### src/rtl/bounce_sprite_engine.sv
`default_nettype none
// ============================================================================
// Module      : bounce_sprite_engine
// Description : Multi-ball bouncing sprite engine for a racing-the-beam VGA
//               pipeline. Holds NUM_BALLS circular sprites, advances them one
//               ball per cycle after each frame_start, and hit-tests every
//               pixel against all balls to produce a registered 6-bit colour.
//               Optional feature macro: BALL_GRAVITY_EN (adds per-frame
//               downward acceleration to vy, saturating at +7).
// Revision    : 1.0 - initial release
// ============================================================================
module bounce_sprite_engine #(
  parameter int NUM_BALLS = 4,
  parameter int RADIUS    = 16,
  parameter int SCREEN_W  = 640,
  parameter int SCREEN_H  = 480
) (
  input  logic       clk,
  input  logic       reset,
  input  logic       frame_start,
  input  logic       enable,
  input  logic [9:0] hpos,
  input  logic [9:0] vpos,
  input  logic       display_on,
  output logic [5:0] rgb,
  output logic       hit,
  output logic       busy
);

  // --------------------------------------------------------------------------
  // Constants
  // --------------------------------------------------------------------------
  localparam int                 IDX_W    = (NUM_BALLS > 1) ? $clog2(NUM_BALLS) : 1;
  localparam logic [IDX_W-1:0]   LAST_IDX = IDX_W'(NUM_BALLS - 1);
  // Lowest legal centre coordinate on either axis (ball touches the edge).
  localparam logic signed [11:0] POS_MIN  = 12'(RADIUS);
  // Highest legal centre coordinates.
  localparam logic signed [11:0] X_MAX    = 12'(SCREEN_W - 1 - RADIUS);
  localparam logic signed [11:0] Y_MAX    = 12'(SCREEN_H - 1 - RADIUS);
  localparam logic [10:0]        R_BOX    = 11'(RADIUS);
  localparam logic [21:0]        R_SQ     = 22'(RADIUS * RADIUS);

  // Palette entries {R[1:0],G[1:0],B[1:0]}.
  localparam logic [5:0] COL_ORANGE  = 6'b11_10_00;
  localparam logic [5:0] COL_CYAN    = 6'b00_11_11;
  localparam logic [5:0] COL_MAGENTA = 6'b11_00_11;
  localparam logic [5:0] COL_GREEN   = 6'b00_11_00;

  // --------------------------------------------------------------------------
  // Update state machine and ball state
  // --------------------------------------------------------------------------
  typedef enum logic [0:0] {
    IDLE   = 1'b0,
    UPDATE = 1'b1
  } state_t;

  state_t           state;
  logic [IDX_W-1:0] idx;

  // Centre coordinates and two's-complement velocities for every ball.
  logic [NUM_BALLS-1:0][9:0] ball_x;
  logic [NUM_BALLS-1:0][9:0] ball_y;
  logic [NUM_BALLS-1:0][3:0] ball_vx;
  logic [NUM_BALLS-1:0][3:0] ball_vy;

  // --------------------------------------------------------------------------
  // Helpers
  // --------------------------------------------------------------------------
  // Magnitude of a 4-bit signed velocity; -8 has no positive twin, so it
  // saturates to +7.
  function automatic logic [3:0] abs_vel(input logic [3:0] v);
    if (v == 4'b1000) begin
      return 4'd7;
    end else if (v[3]) begin
      return 4'(-v);
    end else begin
      return v;
    end
  endfunction

  // One axis of motion with wall reflection. Returns {new_pos[9:0], new_vel[3:0]}.
  // The sum is done in 12-bit signed so that moving left past zero is seen as
  // negative rather than wrapping to a large coordinate.
  function automatic logic [13:0] axis_step(input logic [9:0]         pos,
                                            input logic [3:0]         vel,
                                            input logic signed [11:0] hi);
    logic signed [11:0] np;
    logic [3:0]         mag;
    np  = $signed({2'b00, pos}) + $signed({{8{vel[3]}}, vel});
    mag = abs_vel(vel);
    if (np < POS_MIN) begin
      return {POS_MIN[9:0], mag};
    end else if (np > hi) begin
      return {hi[9:0], 4'(-mag)};
    end else begin
      return {np[9:0], vel};
    end
  endfunction

  // Colour of ball i; the palette repeats every four balls.
  function automatic logic [5:0] palette(input int i);
    case (i % 4)
      0:       return COL_ORANGE;
      1:       return COL_CYAN;
      2:       return COL_MAGENTA;
      default: return COL_GREEN;
    endcase
  endfunction

  // --------------------------------------------------------------------------
  // Next state of the ball currently addressed by idx
  // --------------------------------------------------------------------------
  logic [9:0]  cur_x;
  logic [9:0]  cur_y;
  logic [3:0]  cur_vx;
  logic [3:0]  cur_vy;
  logic [3:0]  vy_in;
  logic [13:0] step_x;
  logic [13:0] step_y;

  // Compute the reflected position/velocity pair for the selected ball.
  always_comb begin
    cur_x  = ball_x[idx];
    cur_y  = ball_y[idx];
    cur_vx = ball_vx[idx];
    cur_vy = ball_vy[idx];
`ifdef BALL_GRAVITY_EN
    // Gravity pulls vy one step downward per frame, capped at +7.
    vy_in  = (cur_vy == 4'd7) ? 4'd7 : 4'(cur_vy + 4'd1);
`else
    vy_in  = cur_vy;
`endif
    step_x = axis_step(cur_x, cur_vx, X_MAX);
    step_y = axis_step(cur_y, vy_in, Y_MAX);
  end

  // Update FSM: one ball written per UPDATE cycle; frame_start is only
  // accepted in IDLE, so pulses during a sweep are dropped, not queued.
  always_ff @(posedge clk or posedge reset) begin
    if (reset) begin
      state <= IDLE;
      idx   <= '0;
      busy  <= 1'b0;
      for (int i = 0; i < NUM_BALLS; i++) begin
        ball_x[i]  <= 10'(80 + 64 * i);
        ball_y[i]  <= 10'(60 + 40 * i);
        ball_vx[i] <= (i % 2 == 0) ? 4'd2 : 4'b1101;
        ball_vy[i] <= 4'(1 + i % 3);
      end
    end else begin
      case (state)
        IDLE: begin
          if (frame_start && enable) begin
            state <= UPDATE;
            idx   <= '0;
            busy  <= 1'b1;
          end
        end
        UPDATE: begin
          // enable is deliberately not consulted here: a started sweep
          // always completes so all balls stay on the same frame count.
          ball_x[idx]  <= step_x[13:4];
          ball_vx[idx] <= step_x[3:0];
          ball_y[idx]  <= step_y[13:4];
          ball_vy[idx] <= step_y[3:0];
          if (idx == LAST_IDX) begin
            state <= IDLE;
            idx   <= '0;
            busy  <= 1'b0;
          end else begin
            idx <= idx + IDX_W'(1);
          end
        end
        default: begin
          state <= IDLE;
          idx   <= '0;
          busy  <= 1'b0;
        end
      endcase
    end
  end

  // --------------------------------------------------------------------------
  // Per-ball hit test against the live beam position
  // --------------------------------------------------------------------------
  logic [NUM_BALLS-1:0] ball_hit;

  for (genvar gi = 0; gi < NUM_BALLS; gi++) begin : g_hit
    logic signed [10:0] dx;
    logic signed [10:0] dy;
    logic [10:0]        adx;
    logic [10:0]        ady;
    logic [11:0]        dist_sq;

    assign dx  = $signed({1'b0, hpos}) - $signed({1'b0, ball_x[gi]});
    assign dy  = $signed({1'b0, vpos}) - $signed({1'b0, ball_y[gi]});
    assign adx = dx[10] ? $unsigned(-dx) : $unsigned(dx);
    assign ady = dy[10] ? $unsigned(-dy) : $unsigned(dy);
    // The bounding box limits |dx|,|dy| to at most 31, so the squares only
    // need the low six bits; outside the box the product is irrelevant.
    assign dist_sq = 12'(adx[5:0]) * 12'(adx[5:0]) + 12'(ady[5:0]) * 12'(ady[5:0]);
    assign ball_hit[gi] = (adx <= R_BOX) && (ady <= R_BOX) && ({10'd0, dist_sq} <= R_SQ);
  end : g_hit

  // --------------------------------------------------------------------------
  // Priority select and output register
  // --------------------------------------------------------------------------
  logic [5:0] pix_colour;
  logic       pix_hit;

  // Scan from highest to lowest index so the lowest-index hit wins.
  always_comb begin
    pix_colour = 6'd0;
    pix_hit    = 1'b0;
    for (int i = NUM_BALLS - 1; i >= 0; i--) begin
      if (ball_hit[i]) begin
        pix_colour = palette(i);
        pix_hit    = 1'b1;
      end
    end
  end

  // Register the pixel colour; blanking and background are black with no hit.
  always_ff @(posedge clk or posedge reset) begin
    if (reset) begin
      rgb <= 6'd0;
      hit <= 1'b0;
    end else if (display_on && pix_hit) begin
      rgb <= pix_colour;
      hit <= 1'b1;
    end else begin
      rgb <= 6'd0;
      hit <= 1'b0;
    end
  end

endmodule : bounce_sprite_engine
`default_nettype wire

### config.mk
export PLATFORM = sky130hd
export DESIGN_NAME = bounce_sprite_engine
export DESIGN_NICKNAME = d
export VERILOG_FILES = /design/src/rtl/bounce_sprite_engine.sv
export SDC_FILE = /design/constraint.sdc
export NUM_CORES = 1
export LEC_CHECK = 0
export CAP_MARGIN = 0
export CORE_MARGIN = 2
export CORE_UTILIZATION = 50
export CTS_CLUSTER_DIAMETER = 50
export DETAILED_ROUTE_END_ITERATION = 16
export GPL_ROUTABILITY_DRIVEN = 0
export PLACE_DENSITY = 0.7
export SLEW_MARGIN = 20
export SYNTH_ARGS = -nofsm -noshare
export SYNTH_HDL_FRONTEND = slang
export SYNTH_SLANG_ARGS = --single-unit
export TNS_END_PERCENT = 100
### constraint.sdc
create_clock -name clk -period 9.6 [get_ports clk]
set_input_delay 0.96 -clock clk [delete_from_list [all_inputs] [get_ports clk]]
set_output_delay 0.96 -clock clk [all_outputs]
set_load 0.01 [all_outputs]
-- Word-level counts from Yosys, hierarchy flattened
Index checks and enable logic that the tools add are counted.
- bits of input ports: 25
- register bits: 123
- logic and storage cells: 143
- output and inout port bits: 8
- equal/unequal tests: 5
- $mul: 8
- bitwise gates (word level): 1
- reductions and logical operators: 12
- order comparisons: 18
- multiplexer cells: 51
- $add $sub $neg: 27
- operators by type and width (cell ; count):
    6-bit by 6-bit multiplier with 12-bit output ; 8
    11-bit by 5-bit <= comparator with 1-bit output (second input constant) ; 8
    11-bit two-way mux ; 8
    11-bit negation ; 8
    10-bit by 10-bit subtractor with 11-bit output ; 8
    40-bit bitwise mux ; 2
    14-bit two-way mux ; 4
    12-bit adder ; 4
    12-bit by 9-bit <= comparator with 1-bit output (second input constant) ; 4
    10-bit binary-select mux with 2-bit select ; 2
    16-bit bitwise mux ; 2
    4-bit two-way mux ; 8
    10-bit two-way mux ; 3
    11-bit by 4-bit adder with 12-bit output ; 2
    12-bit by 6-bit less-than comparator with 1-bit output (second input constant) ; 2
    6-bit two-way mux ; 4
    10-bit demux with 2-bit select ; 1
    4-bit binary-select mux with 2-bit select ; 2
    4-bit negation ; 4
    12-bit by 10-bit > comparator with 1-bit output (second input constant) ; 1
    12-bit by 11-bit > comparator with 1-bit output (second input constant) ; 1
    1-bit logical AND ; 11
    1-bit two-way mux ; 9
    4-bit demux with 2-bit select ; 1
    other kinds (12) ; 15

-- Longest topological paths before layout
Gate-level depths: netlist of run 1.
- word-level depth: 13
- depth in mapped cells: 35
- depth with buffers taken out: 35

-- Least setup slack after synthesis of run 1
No wires, ideal clock.
- path kind: input port to flip-flop
- from: in vpos[0]
- to: reg rgb[1]
- cell stages on the path: 31
- required time: 9.474 ns
- library setup time: 0.126 ns
- setup slack: 0.626 ns
- arrival time: 8.848 ns
- path buffers: 0
- path through: inv_1 -> ha_1 -> inv_1 -> fa_1 -> a211oi_1 -> o21ai_0 -> a31oi_1 -> o21ai_2 -> nand2b_1 -> xor2_1 -> nor2_1 -> fa_1 -> fa_1 -> fa_1 -> inv_1 -> fa_1 -> inv_1 -> fa_1 -> inv_1 -> fa_1 -> nand2b_1 -> a21oi_1 -> o21ai_0 -> nand2b_1 -> xnor2_1 -> o211ai_1 -> or4_4 -> a2111oi_4 -> nand4_1 -> or4_4 -> nor3b_1
- longest elaborated chain between the ends: 13
- elaborated cells between the ends (all ways): 45
- those cells by class: add/sub (12); mul (4); order compare (8); mux (12); reduce/logical (9)
- ends and longest elaborated chain (what ; line ; text):
    start: declaration ; 23 ; input logic [9:0] vpos,
    10-bit by 10-bit subtractor with 11-bit output ; 196 ; assign dy = $signed({1'b0, vpos}) - $signed({1'b0, ball_y[gi]});
    11-bit negation ; 198 ; assign ady = dy[10] ? $unsigned(-dy) : $unsigned(dy);
    11-bit two-way mux ; 198 ;
    6-bit by 6-bit multiplier with 12-bit output ; 201 ; assign dist_sq = 12'(adx[5:0]) * 12'(adx[5:0]) + 12'(ady[5:0]) * 12'(ady[5:0]);
    12-bit adder ; 201 ;
    12-bit by 9-bit <= comparator with 1-bit output ; 202 ; assign ball_hit[gi] = (adx <= R_BOX) && (ady <= R_BOX) && ({10'd0, dist_sq} <= R_SQ);
    1-bit logical AND ; 202 ;
    1-bit two-way mux (4 in a row) ; 216 ; if (ball_hit[i]) begin
    1-bit logical AND ; 228 ; end else if (display_on && pix_hit) begin
    6-bit two-way mux (*) ; 228 ;
    end signal: assignment ; 229 ; rgb <= pix_colour;
    end: declaration ; 25 ; output logic [5:0] rgb,
Mark *: on every way between the ends. The rest lies on a longest branch, timed or not.
A chain may end at the register's enable or synchronous reset.

-- Worst setup path after layout of run 1
- from: in hpos[1]
- to: reg rgb[1]
- longest elaborated chain between the ends: 13
- elaborated cells between the ends (all ways): 45
- those cells by class: add/sub (12); mul (4); order compare (8); mux (12); reduce/logical (9)
- ends and longest elaborated chain (what ; line ; text):
    start: declaration ; 22 ; input logic [9:0] hpos,
    10-bit by 10-bit subtractor with 11-bit output ; 195 ; assign dx = $signed({1'b0, hpos}) - $signed({1'b0, ball_x[gi]});
    11-bit negation ; 197 ; assign adx = dx[10] ? $unsigned(-dx) : $unsigned(dx);
    11-bit two-way mux ; 197 ;
    6-bit by 6-bit multiplier with 12-bit output ; 201 ;
    12-bit adder ; 201 ;
    12-bit by 9-bit <= comparator with 1-bit output ; 202 ;
    1-bit logical AND ; 202 ;
    1-bit two-way mux (4 in a row) ; 216 ;
    1-bit logical AND ; 228 ;
    6-bit two-way mux (*) ; 228 ;
Marked as above.

==> Implementation_results.wiki, run 1 <==
{| class="wikitable"
! Metric !! Value
|-
| Post-synthesis sequential area ratio || 15.9%
|-
| Tightest Hold Check Type || reg -> reg
|-
| Length of the first detailed-routing pass in iterations || 6
|-
| CP max stage delay || 0.61 ns
|-
| Fraction of synthesis flops using an asynchronous set or reset pin || 100%
|-
| CP dominant cell by count || fa_1
|-
| GR Util All Layers || 25.0%
|-
| Number of clock buffers inserted by TritonCTS || 17
|-
| Endpoint of the lowest-slack register-to-register path || rgb[1]
|-
| Final routed DRC violation total || 0
|-
| Area of the core || 37800 µm²
|-
| Detailed router's first-iteration violation count || 1070
|-
| Via count || 16.4k
|-
| Syn-to-layout area delta || 10.7%
|-
| Sink count of the clock tree || around 120
|-
| Core Util, Final || 56.4%
|-
| Cell Area, Synth || 19300 µm²
|-
| Starting utilization of the core area || 50.9%
|-
| Layout cells sized above 1 || between 10% and 20%
|-
| Startpoint of the lowest-slack hold path || ball_vx[7]
|-
| Primary flip-flop cell chosen by synthesis mapping || dfrtp_1
|-
| CTS tree || built
|-
| Critical Path Sink || rgb[1]
|-
| Total global routing overflow || 0
|-
| Overall routed net length || between 40000 and 50000 µm
|-
| Max-slew violation count || 0
|-
| Die ar. || 40100 µm²
|-
| Wire length per cell after detailed routing || 17.3 µm
|-
| Vias in the first global route || around 16k
|-
| Count of antenna diodes in the layout || 0
|-
| Top library cells by usage in the layout, fill and taps aside || inv_1 (326), ha_1 (218), nor2_1 (181)
|-
| Footprint of the multi-input gates || roughly 15000 µm²
|-
| R2R Setup Slk || 1.09 ns
|-
| Core Rows || 71
|-
| Clk_lat worst skew || 0.43 ns
|-
| Endpoints failing hold || 0
|-
| Crit Path Max Fanout || 7
|-
| Count of hold buffers inserted by post-cts repair || 0
|-
| Clk Tree Root Cell || clkbuf_16
|-
| Number of placed I/O pins || 33
|-
| # Max-Cap Violations || 0
|-
| Synthesized area divided by synthesized cell count || 8.55 µm²
|-
| Worst Setup Slack post-DPL || -0.224 ns
|-
| Critical path start-end classification || in -> reg
|-
| Commonest non-fill, non-tap cell in the layout || inv_1
|-
| Dpl cells || 2824
|-
| Number of nets in the synthesized netlist || 2649
|-
| Critical Path End Type || register
|-
| Die width || 200 µm
|-
| Final period utilization || between 90% and 100%
|-
| Period minus WS final || 9.19 ns
|-
| Cell count of the worst reg-to-reg path || 28
|-
| Antenna violations before repair || 0
|-
| # setup viols final || 0
|-
| Combined flip-flop and latch cell area || 3070 µm²
|-
| Outcome || finished, final reports clean
|-
| Clock Path Buffers || 2
|-
| Half-perimeter wire length after placement || between 40000 and 50000 µm
|-
| Worst slew margin relative to its limit || 37.9%
|-
| Tightest Pin Transition || 0.929 ns
|-
| Number of warnings printed during yosys synthesis || 0
|-
| Critical path startpoint category || input pin
|-
| Via/cell ratio || 5.75
|-
| Syn Inst Count || 2254
|-
| Count of filler cells inserted in the layout || 3424
|-
| Port Buffer Count || 32
|-
| Final Worst Setup Slack || 0.412 ns
|-
| Slowest CP cell || xnor2_1
|-
| Startpoint of the worst-slack reg-to-reg timing path || ball_x[11]
|-
| First-pass GRT wire length || 82500 µm
|-
| Pin count of the biggest net entering global routing || 73
|-
| Count of non-filler cells in the finished layout || 2857
|-
| Die Ht || 200 µm
|-
| Number of enable flip-flop cells after synthesis || 0
|-
| Req. time, crit path || 9.94 ns
|-
| Clock Pin Slew Worst Setup and Hold Paths || ~0.060 ns
|-
| # H-tree levels || 4
|-
| Final total negative setup slack || 0 ns
|-
| Total Nets Final || 2728
|-
| Worst setup skew after layout || 0.0176 ns
|-
| Highest achievable clock rate || ~0.11 GHz
|-
| Number of distinct library cell variants in the gate-level netlist after synthesis || 83
|-
| Post-synthesis sequential element count || about 120
|-
| Crit path launch || hpos[1]
|-
| Crit path DAT || about 9.5 ns
|-
| Remaining antenna violation count after routing || 0
|}
## per-layer routing
metal / GRT usage, % / vias to the layer above / wire length, µm
met5: 0 / - / 0
met2: 42.2 / 400 / 23500
li1: - / 7910 / -
met3: 2.31 / 78 / 2280
met1: 34.4 / 8035 / 22600
met4: 6.72 / 0 / 1190
## what timing repair did
item                                    4_1_cts  5_1_grt
buffers inserted                              0        1
endpoints found under the hold margin         0        0
resized for setup                             0       21
endpoints found under the setup margin        0        5
## kinds of logic (layout without fill, tap and decap cells)
logic type,after synthesis,after routing,synth area share [%]
xor+xnor,155,155,7.30
compound gates,529,529,17.8
fa+ha+maj,370,370,29.9
mux,72,72,5.80
simple gates,621,621,15.7
flops,121,121,15.9
buf+inv,386,478,7.59
## state kept, by name, indices dropped and copies added (netlist names)
register,count
ball_y,40
idx,2
state,1
ball_x,40
hit,1
ball_vx,16
busy,1
rgb,4
ball_vy,16
## synthesized netlist by cell type, types with 5 or more instances
cell type  number  area, µm²
a31oi_1        25        156
nor4_1         14       87.6
dfstp_2        36        946
a21oi_1       121        606
o31ai_1        19        143
mux2i_1         7       70.1
o211ai_1       11       82.6
buf_2           5       25.0
o31a_1          8       70.1
fa_1          150       3000
a21boi_0        6       45.0
nor3b_1        10       75.1
or3_1          23        144
o21bai_1       14        105
nor2b_1        28        175
a21o_1         41        308
nand4_1        11       68.8
mux4_2         28        631
a211oi_1       18        135
clkbuf_1       47        176
a31o_2          5       43.8
o2111ai_1       7       61.3
nand3_1        34        170
nand2b_1       35        219
mux2_2         37        417
o21ai_0       142        711
nand2_1       160        601
ha_1          220       2750
inv_1         328       1230
o21a_1         34        255
or2_2          45        282
and3_1          8       50.1
xor2_1         69        604
nor3_1         36        180
o22ai_1        18        113
dfrtp_1        85       2130
nor2_1        181        679
and2_1          8       50.1
xnor2_1        82        718
## area by class of cell
type	instances	share of cell area, %
Timing Repair Buffer	118	4.53
Sequential cell	121	14.4
Clock buffer	21	2.16
Multi-Input combinational cell	1747	69.5
Tap cell	511	3.00
Clock inverter	11	0.633
Inverter	328	5.78
## per-stage QoR
| stage | instance area, µm² | hold slack, ns |
|---|---|---|
| floorplan | 19300 | 0.445 |
| global placement | 20600 | 0.458 |
| detailed placement | 20600 | 0.470 |
| CTS | 21200 | 0.480 |
| global route | 21300 | 0.495 |
| finish | 21300 | 0.477 |
## how the worst min path moves through the flow
| stage | endpoint | slack [ns] | cells after the start |
|---|---|---|---|
| detailed placement | ball_vx[0] | 0.47 | 2 |
| global route | ball_vx[7] | 0.50 | 2 |
| finish | ball_vx[7] | 0.48 | 2 |
| CTS | ball_vx[7] | 0.48 | 2 |
| floorplan | ball_vx[11] | 0.44 | 2 |
| global placement | ball_vy[3] | 0.46 | 2 |
## critical path: cells and delay by family
| kind | cells | cell delay, ns |
|---|---|---|
| compound gates | 4 | 0.72 |
| xor+xnor | 1 | 0.61 |
| buf+inv | 5 | 0.81 |
| simple gates | 12 | 3.23 |
| fa+ha+maj | 7 | 3.18 |
Power of run 1 is left out: the tool's default activity adds up to more than one toggle a clock period on the data nets, which glitch-free logic cannot reach.
==> inputs of run 2 (changes only) <==
- REMOVE_ABC_BUFFERS: not set -> 1
==> Implementation_results.wiki, run 2 (synthesized netlist as in run 1, its figures left out) <==
{| class="wikitable"
! Metric !! Value
|-
| Clk_lat worst skew || 0.43 ns (about the same)
|-
| Count of non-filler cells in the finished layout || 2859 (was 2857)
|-
| Overall routed net length || 48300 µm (was 49600 µm)
|-
| Period minus WS final || 9.17 ns (was 9.19 ns)
|-
| Vias in the first global route || 16.4k (was 16.3k)
|-
| Worst slew margin relative to its limit || 41.1% (was 37.9%)
|-
| Clock Path Buffers || 2 (unchanged)
|-
| Length of the first detailed-routing pass in iterations || 7 (was 6)
|-
| Dpl cells || 2826 (was 2824)
|-
| Number of clock buffers inserted by TritonCTS || 17 (unchanged)
|-
| Layout cells sized above 1 || 12.7% (was 13.0%)
|-
| Die Ht || 200 µm (unchanged)
|-
| Commonest non-fill, non-tap cell in the layout || inv_1 (unchanged)
|-
| # Max-Cap Violations || 0 (unchanged)
|-
| First-pass GRT wire length || 80600 µm (was 82500 µm)
|-
| Req. time, crit path || 9.91 ns (was 9.94 ns)
|-
| CTS tree || built (unchanged)
|-
| Area of the core || 37800 µm² (unchanged)
|-
| Critical path start-end classification || in -> reg (unchanged)
|-
| Half-perimeter wire length after placement || 39900 µm (was 40700 µm)
|-
| Die width || 200 µm (unchanged)
|-
| Count of hold buffers inserted by post-cts repair || 0 (unchanged)
|-
| Detailed router's first-iteration violation count || 1030 (was 1070)
|-
| Area of all placed cells without fillers || 21200 µm² (was 21300 µm²)
|-
| Top library cells by usage in the layout, fill and taps aside || inv_1 (327), ha_1 (220), nor2_1 (180) (was inv_1 (326), ha_1 (218), nor2_1 (181))
|-
| # setup viols final || 0 (unchanged)
|-
| CP max stage delay || 0.56 ns (was 0.61 ns)
|-
| Pin count of the biggest net entering global routing || 84 (was 73)
|-
| Syn-to-layout area delta || 10.3% (was 10.7%)
|-
| Final period utilization || 95.5% (was 95.7%)
|-
| Final total negative setup slack || 0 ns (unchanged)
|-
| Crit Path Max Fanout || 8 (was 7)
|-
| # H-tree levels || 4 (unchanged)
|-
| Tightest Pin Transition || 0.881 ns (was 0.929 ns)
|-
| Endpoints failing hold || 0 (unchanged)
|-
| Count of filler cells inserted in the layout || 3411 (was 3424)
|-
| Starting utilization of the core area || 50.9% (unchanged)
|-
| Crit path DAT || 9.48 ns (was 9.53 ns)
|-
| Critical path startpoint category || input pin (unchanged)
|-
| GR Util All Layers || 24.4% (was 25.0%)
|-
| Remaining antenna violation count after routing || 0 (unchanged)
|-
| Die ar. || 40100 µm² (unchanged)
|-
| Standard cell area after detailed placement || 20700 µm² (was 20600 µm²)
|-
| Clock Pin Slew Worst Setup and Hold Paths || 0.06 ns (about the same)
|-
| Critical Path End Type || register (unchanged)
|-
| Number of placed I/O pins || 33 (unchanged)
|-
| Outcome || finished, final reports clean (unchanged)
|-
| Tightest Hold Check Type || reg -> reg (unchanged)
|-
| Via/cell ratio || 5.72 (was 5.75)
|-
| CP dominant cell by count || fa_1 (unchanged)
|-
| Core Rows || 71 (unchanged)
|-
| Clk Tree Root Cell || clkbuf_16 (unchanged)
|-
| Antenna violations before repair || 1 (was 0)
|-
| Max-slew violation count || 0 (unchanged)
|-
| Port Buffer Count || 32 (unchanged)
|-
| Total global routing overflow || 0 (unchanged)
|-
| Slowest CP cell || fa_1 (was xnor2_1)
|-
| Total Nets Final || 2729 (was 2728)
|-
| Highest achievable clock rate || 0.109 GHz (about the same)
|-
| Worst setup skew after layout || 0.00846 ns (was 0.0176 ns)
|-
| Final routed DRC violation total || 0 (unchanged)
|-
| Via count || 16.3k (was 16.4k)
|-
| Wire length per cell after detailed routing || 16.9 µm (was 17.3 µm)
|-
| Sink count of the clock tree || 121 (unchanged)
|-
| Core Util, Final || 56.1% (was 56.4%)
|-
| Regs by FF count || ball_x: 40 flops, ball_y: 40 flops (unchanged)
|}
-- run 2: cell count changes in the layout (fill, tap and decap cells not counted), sizes merged --
cell,delta
inv,-2
clkinvlp,+1
clkbuf,-4
clkinv,+6
buf,+1
bufinv,-1
diode,+1
-- run 2: cell type report --
cell class / instances / area (µm²) / share of cell area, %
repair buffers: 119 / 977 / 4.60
clock buffers: 17 / 425 / 2.00
well taps: 511 / 639 / 3.01
multi-input cells: 1747 / 14800 / 69.5
inverters: 328 / 1230 / 5.81
flip-flops and latches: 121 / 3070 / 14.5
clock inverters: 15 / 129 / 0.607
diodes: 1 / 2.50 / 0.0118
-- run 2: per-stage QoR --
stage	hold slack [ns]	setup slack (ns)
floorplan	0.445	0.626
detailed placement	0.471	-0.0503
finish	0.479	0.428
CTS	0.481	0.381
global route	0.508	-0.0274
global placement	0.460	0.140
-- run 2: path summary, 6_finish.rpt --
| path | startpoint | end | slack (ns) | depth (start not counted) |
|---|---|---|---|---|
| worst max-delay path | vpos[0] | rgb[2] | 0.43 | 30 |
| worst min-delay path | ball_vx[4] | ball_vx[4] | 0.48 | 2 |
| worst max register to register | ball_y[0] | rgb[2] | 1.11 | 28 |
| worst min register to register | ball_vx[4] | ball_vx[4] | 0.48 | 2 |
| max in group asynchronous | reset | ball_y[14] | 7.56 | 3 |
| min in group asynchronous | reset | ball_vy[13] | 0.91 | 2 |
-- run 2: layer usage --
metal / vias to the layer above / wire [µm] / global-route usage [%] / share of wire (%)
met5: - / 0 / 0 / 0
met4: 0 / 1690 / 8.99 / 3.5
met3: 110 / 2330 / 2.90 / 4.8
met2: 431 / 23100 / 41.8 / 48
met1: 7904 / 21100 / 31.6 / 44
li1: 7895 / - / - / -
-- run 2: critical path: cells and delay by family --
| family | cells | cell delay, ns |
|---|---|---|
| AOI/OAI and AO/OA | 8 | 1.88 |
| and+or+nand+nor | 7 | 1.94 |
| buffers and inverters | 7 | 0.98 |
| adders and majority gates | 8 | 3.71 |
-- run 2: repair_timing --
item,4_1_cts,5_1_grt
endpoints found under the setup margin,0,5
buffers inserted,0,0
resized for setup,0,7
Power of run 2 is left out for the same reason.
